$ cat config.mk
export PLATFORM = sky130hd
export DESIGN_NAME = ex_mem_stage
export DESIGN_NICKNAME = d
export VERILOG_FILES = /design/src/rtl/ex_mem_stage.sv
export SDC_FILE = /design/constraint.sdc
export NUM_CORES = 1
export LEC_CHECK = 0
export CORE_ASPECT_RATIO = 1.5
export CORE_UTILIZATION = 45
export DETAILED_ROUTE_END_ITERATION = 6
export PLACE_DENSITY_LB_ADDON = 0.25
export SLEW_MARGIN = 20
export SYNTH_ARGS = -nofsm -noshare
export SYNTH_HDL_FRONTEND = slang
export SYNTH_SLANG_ARGS = --single-unit
$ cat constraint.sdc
create_clock -name clk -period 3.81 [get_ports clk]
set_input_delay 0.381 -clock clk [delete_from_list [all_inputs] [get_ports clk]]
set_output_delay 0.381 -clock clk [all_outputs]
set_load 0.05 [all_outputs]
$ cat src/rtl/ex_mem_stage.sv
// EX/MEM pipeline register: latches the execute-stage results for the memory
// stage, forms the branch target and branch decision, and keeps saturating
// counts of retired instructions and taken branches.
module ex_mem_stage #(
  parameter int DATA_W = 32,
  parameter int REG_W  = 5,
  parameter int CNT_W  = 16
) (
  input  logic              clk,
  input  logic              rst_n,
  input  logic              stall,
  input  logic              flush,
  input  logic              in_valid,
  input  logic [DATA_W-1:0] npc,
  input  logic [DATA_W-1:0] imm_ext,
  input  logic [DATA_W-1:0] alu_result,
  input  logic              alu_zero,
  input  logic [DATA_W-1:0] rt_data,
  input  logic [REG_W-1:0]  write_reg,
  input  logic [1:0]        wb_ctrl,
  input  logic [2:0]        m_ctrl,
  output logic              valid_out,
  output logic [DATA_W-1:0] target_out,
  output logic              zero_out,
  output logic [DATA_W-1:0] alu_result_out,
  output logic [DATA_W-1:0] rt_data_out,
  output logic [REG_W-1:0]  write_reg_out,
  output logic [1:0]        wb_ctrl_out,
  output logic              memread_out,
  output logic              memwrite_out,
  output logic              pcsrc,
  output logic [CNT_W-1:0]  retired_cnt,
  output logic [CNT_W-1:0]  taken_cnt
);

  localparam logic [CNT_W-1:0] CNT_MAX = '1;
  localparam logic [CNT_W-1:0] CNT_ONE = CNT_W'(1);

  // Increment that sticks at the all-ones value instead of wrapping.
  function automatic logic [CNT_W-1:0] sat_inc(input logic [CNT_W-1:0] cnt,
                                               input logic en);
    logic [CNT_W-1:0] res;
    res = cnt;
    if (en && (cnt != CNT_MAX)) res = cnt + CNT_ONE;
    return res;
  endfunction

  logic signed [DATA_W-1:0] imm_s_p0;
  logic signed [DATA_W-1:0] offset_p0;
  logic [DATA_W-1:0]        target_p0;
  logic                     take_p0;
  logic                     capture_p0;

  logic                     vld_p1;
  logic                     pcsrc_p1;
  logic                     memread_p1;
  logic                     memwrite_p1;
  logic [1:0]               wb_ctrl_p1;
  logic [DATA_W-1:0]        target_p1;
  logic                     zero_p1;
  logic [DATA_W-1:0]        alu_result_p1;
  logic [DATA_W-1:0]        rt_data_p1;
  logic [REG_W-1:0]         write_reg_p1;
  logic [CNT_W-1:0]         retired_p1;
  logic [CNT_W-1:0]         taken_p1;

  // ---- stage p0: execute-side combinational terms ----
  // Word-scaled signed offset added to PC+4; the sum wraps modulo 2^DATA_W.
  always_comb begin
    imm_s_p0   = signed'(imm_ext);
    offset_p0  = imm_s_p0 <<< 2;
    target_p0  = npc + $unsigned(offset_p0);
    take_p0    = m_ctrl[2] & alu_zero;
    capture_p0 = in_valid & ~stall & ~flush;
  end

  // ---- stage p1: EX/MEM register ----
  // Control bits: flush and bubbles clear them so nothing downstream commits.
  always_ff @(posedge clk or negedge rst_n) begin
    if (!rst_n) begin
      vld_p1      <= 1'b0;
      pcsrc_p1    <= 1'b0;
      memread_p1  <= 1'b0;
      memwrite_p1 <= 1'b0;
      wb_ctrl_p1  <= 2'b00;
    end else if (flush || (!stall && !in_valid)) begin
      vld_p1      <= 1'b0;
      pcsrc_p1    <= 1'b0;
      memread_p1  <= 1'b0;
      memwrite_p1 <= 1'b0;
      wb_ctrl_p1  <= 2'b00;
    end else if (!stall) begin
      vld_p1      <= 1'b1;
      pcsrc_p1    <= take_p0;
      memread_p1  <= m_ctrl[1];
      memwrite_p1 <= m_ctrl[0];
      wb_ctrl_p1  <= wb_ctrl;
    end
  end

  // Data payload: loaded only on a real capture, otherwise held.
  always_ff @(posedge clk or negedge rst_n) begin
    if (!rst_n) begin
      target_p1     <= '0;
      zero_p1       <= 1'b0;
      alu_result_p1 <= '0;
      rt_data_p1    <= '0;
      write_reg_p1  <= '0;
    end else if (capture_p0) begin
      target_p1     <= target_p0;
      zero_p1       <= alu_zero;
      alu_result_p1 <= alu_result;
      rt_data_p1    <= rt_data;
      write_reg_p1  <= write_reg;
    end
  end

  // Event counters advance only when an instruction is actually captured.
  always_ff @(posedge clk or negedge rst_n) begin
    if (!rst_n) begin
      retired_p1 <= '0;
      taken_p1   <= '0;
    end else if (capture_p0) begin
      retired_p1 <= sat_inc(retired_p1, 1'b1);
      taken_p1   <= sat_inc(taken_p1, take_p0);
    end
  end

  assign valid_out      = vld_p1;
  assign pcsrc          = pcsrc_p1;
  assign memread_out    = memread_p1;
  assign memwrite_out   = memwrite_p1;
  assign wb_ctrl_out    = wb_ctrl_p1;
  assign target_out     = target_p1;
  assign zero_out       = zero_p1;
  assign alu_result_out = alu_result_p1;
  assign rt_data_out    = rt_data_p1;
  assign write_reg_out  = write_reg_p1;
  assign retired_cnt    = retired_p1;
  assign taken_cnt      = taken_p1;

endmodule

# Word level (Yosys, flattened, before mapping)
# Index checks and enable logic that the tools add are counted.
[totals]
register_bits = 140
word_cells = 40
[classes]
n_addsub = 3
n_eq_ne = 3
muxes = 10
bitwise = 5
reduce_logical = 7
[ops]
columns = ["op", "n"]
rows = [
  ["16-bit by 1-bit adder with 16-bit output (second input constant)", 2],
  ["32-bit adder", 1],
  ["16-bit inequality test (second input constant)", 2],
  ["1-bit two-way mux", 8],
  ["2-bit two-way mux", 2],
  ["2-bit AND reduction", 2],
  ["1-bit bitwise AND", 3],
  ["1-bit logical AND", 2],
  ["1-bit zero test", 2],
  ["2-bit by 1-bit inequality test with 1-bit output (second input constant)", 1],
  ["1-bit NOT", 2],
  ["1-bit logical OR", 1],
]

# Depth between registers and ports, before layout
[depth]
depth_word = 4
mapped_depth = 11
mapped_depth_nobuf = 11

# Worst setup path after synthesis
# OpenSTA, ideal clock, no wires.
[synth_timing]
path_type = "input-to-reg"
from = "in npc[2]"
to = "reg target_p1[18], in the netlist target_out[18]"
setup_ps = 129
arrival_time_ps = 2202
required_time_ps = 3681
slack_ps = 1478
path_stages = 11
n_path_buf = 0
cell_sequence = "ha_1 > inv_1 > fa_1 > nor2b_1 > o31a_1 > o21bai_4 > a31oi_1 > o41a_1 > a31oi_4 > xor2_1 > o21ai_1"
[synth_between]
elab_chain_len = 1
[synth_rtl]
columns = ["element", "line", "rtl"]
rows = [
  ["start: declaration", "14", "input logic [DATA_W-1:0] npc,"],
  ["32-bit adder", "72", "target_p0 = npc + $unsigned(offset_p0);"],
  ["end signal: assignment", "110", "target_p1 <= target_p0;"],
  ["end: declaration", "59", "logic [DATA_W-1:0] target_p1;"],
]
# Every way passes these cells.
# A chain may end at the register's enable or synchronous reset.

# Final worst setup path
[layout_timing]
from = "in npc[2]"
to = "reg target_p1[30], in the netlist target_out[30]"
# The elaborated chain is that of the path after synthesis.

==> flow_summary.json <==
{
  "status": "complete, but fails checks",
  "violations": "negative hold slack",
  "nNetsFinal": 1231,
  "via_count": 6466,
  "critPathBufInv": 2,
  "power_per_cell_area_nw_per_um2": 533,
  "critical_path.top_delay_family": "compound AO/OA/AOI/OAI gates",
  "synth_area_leaders": "dfrtp_1, nand2_1, ha_1",
  "synth_top_area_share_pct": 49.6,
  "drt-total-wl_um": 19400,
  "synthSimpleGateAreaFrac_pct": 23.6,
  "synth_seq_cells": 140,
  "skew_ps": 9.87,
  "htree_levels": 4,
  "max_clock_freq_ghz": 0.367,
  "cts.path.max_buffers": 2,
  "setup_ws_ps": 1080,
  "area_growth_pct": 50.8,
  "path_max_fanout": 4,
  "finalNonFillerCells": 1267,
  "yosysTopAreaCell": "dfrtp_1",
  "grt_max_degree": 83,
  "portBuffers": 281,
  "slew_headroom_pct": 52.0,
  "dp.cells": 1235,
  "io_pins": 284,
  "critPathMaxStageDelay_ps": 470,
  "grt_setup_unrepaired": "false",
  "synth-compound-area-share_pct": 11.7,
  "overflow": 0,
  "cts_resized": 0,
  "cp.required_ps": 4080,
  "post-route-min-period_ps": 2730,
  "core_um2": 15200,
  "synth_nets": 960,
  "place_congestion": 0.876,
  "synth_top_flop_cell": "dfrtp_1",
  "grt_pass1_vias": 6549,
  "syn_area_um2": 7060,
  "hpwlAfterDp_um": 14400,
  "synth_xor_area_share_pct": 6.08,
  "synth_top_family_by_area": "simple AND/OR/NAND/NOR gates",
  "postSynthAreaPerCell_um2": 9.00,
  "clock_latency_ps": 420,
  "post-cts-setup-buffers": 0,
  "peakVddDrop_mv": 0.304,
  "clock-sinks": 140,
  "synth_edf_count": 0,
  "num_antenna_cells": 0,
  "die_h_um": 155,
  "place_ws_ps": 659,
  "drt-initial-drc-count": 246,
  "critPathLaunchType": "primary input",
  "start_util_pct": 46.4,
  "maxCapViolCount": 0,
  "remaining_drc_errors": 0,
  "final_hold_viol_count": 11,
  "setup_viol": 0,
  "cpMaxStageDelayCell": "clkdlybuf4s50_1",
  "drtAntennaViolNets": 0,
  "clkTransAtPathRegs_ps": 60,
  "post_drt_via_cell_ratio": 5.10,
  "fin_tns_setup_ps": 0,
  "maxSlewViolCount": 0,
  "cp-end-kind": "register",
  "whs_ps": -31.3,
  "startpoint": "npc[2]",
  "wl_per_cell_um": 15.3,
  "grt_antenna_before_repair": 0,
  "path_cells": "clkdlybuf4s50_1 > ha_1 > inv_1 > fa_1 > nor2b_1 > o31a_1 > o21bai_4 > a21oi_1 > nor3_1 > o311ai_2 > xnor2_1 > o21ai_1",
  "die_w_um": 104,
  "synthCells": 784,
  "synth_fa_ha_area_share_pct": 5.78,
  "synth_cell_type_count": 54,
  "yosys_warnings": 0,
  "rows": 55,
  "hold_buffers": 0,
  "holdCritPathClass": "primary input to asynchronous set/reset pin",
  "r2r-start": "taken_cnt[8]",
  "p_leak_nw": 4.90,
  "synth_seq_area_share_pct": 49.6,
  "grt_use_total_pct": 24.5,
  "numCtsBuffers": 17,
  "die-area_um2": 16200,
  "root_buffer": "clkbuf_16",
  "cts_tree": "yes",
  "grt_first_pass_wirelength_um": 31300,
  "dr.pass1.iters": 5,
  "synth_mux_area_share_pct": 0.656,
  "crit_type": "primary input to register",
  "worstMarginPinSlew_ps": 719,
  "critPathArrivalTime_ps": 3000,
  "fin_crit_sh_pct": 71.6,
  "ys_async_sr_fraction_pct": 100,
  "drive_gt1_share_pct": 5.15
}
flip-flops by register name, summed over array words and instances (netlist names), 2 cells and up:
signal,cells
alu_result_out,32
retired_cnt,16
rt_data_out,32
taken_cnt,16
target_out,32
wb_ctrl_out,2
write_reg_out,5
worst paths after layout:
kind	cells past startpoint	slack, ps	endpoint
max reg2reg	8	1730	taken_cnt[14]
max	12	1080	target_out[30]
min	1	-30	target_out[18]
max in group asynchronous	2	2850	alu_result_out[11]
min in group clk	2	470	alu_result_out[11]
min reg2reg	2	470	alu_result_out[11]
metrics by stage:
stage	total power (W)	utilization [%]	cell area (µm²)
floorplan	0.00320	-	7060
global placement	0.00399	66.0	10000
detailed placement	0.00402	66.0	10000
CTS	0.00573	70.0	10600
global route	0.00592	70.0	10600
finish	0.00568	70.0	10600
kinds of logic after synthesis:
group                    Yosys count
XOR/XNOR                          49
buffers and inverters             45
AND/OR/NAND/NOR                  393
AO/OA/AOI/OAI                    121
flip-flops                       140
multiplexers                       4
adder cells (fa/ha/maj)           32
report_power, final:
| part | switching [W] | leakage (nW) | internal (W) | total (W) |
|---|---|---|---|---|
| Clock | 0.000690 | 0.277 | 0.000999 | 0.00169 |
| Sequential | 0.000157 | 1.78 | 0.00172 | 0.00188 |
| Combinational | 0.00135 | 2.84 | 0.000755 | 0.00210 |
area by class of cell:
type / count / area [µm²]
clock buffer: 19 / 443
sequential: 140 / 3500
tap: 199 / 249
multi-input combinational: 599 / 3380
inverter: 11 / 41.3
timing repair buffer: 286 / 2860
clock inverter: 13 / 155
fill: 1193 / 4570
synth_stat cells (2+ instances only):
library cell / count
nand2_1: 276
dfrtp_1: 140
nor2_1: 35
xnor2_1: 34
ha_1: 31
clkbuf_1: 30
a21oi_1: 27
o21ai_0: 26
nand3_1: 25
nand4_1: 18
a21o_1: 15
xor2_1: 15
inv_1: 11
o21ai_1: 9
and3_1: 8
nor3_1: 8
nor3b_1: 6
o21a_1: 6
a31oi_1: 5
o211ai_1: 5
or3_1: 5
a22oi_1: 4
nor2b_1: 4
a211o_1: 2
a211oi_1: 2
a21boi_0: 2
a21oi_2: 2
buf_4: 2
mux2i_1: 2
nand2b_1: 2
o31a_1: 2
o31ai_1: 2
o31ai_4: 2
per-layer routing:
| metal | global-route usage [%] | up-vias | share of wire [%] |
|---|---|---|---|
| met1 | 25.5 | 3018 | 37 |
| met5 | 0 | - | 0 |
| met3 | 6.79 | 52 | 6.6 |
| met4 | 12.2 | 0 | 3.5 |
| li1 | - | 3167 | - |
| met2 | 45.1 | 229 | 52 |
cell usage in the layout, fill, tap and decap left out, drive strengths merged, types with 6 or more instances in the layout:
cell / n
clkdlybuf4s50: 280
nor3: 8
xnor2: 34
a31oi: 6
nand4: 18
o21ai: 36
dfrtp: 140
buf: 6
nand3: 25
clkbuf: 19
nor3b: 6
o21a: 7
a21oi: 29
xor2: 15
and3: 8
inv: 17
a21o: 16
ha: 31
nor2: 35
nand2: 276
Note: power is estimated with default switching activity, not from simulation.
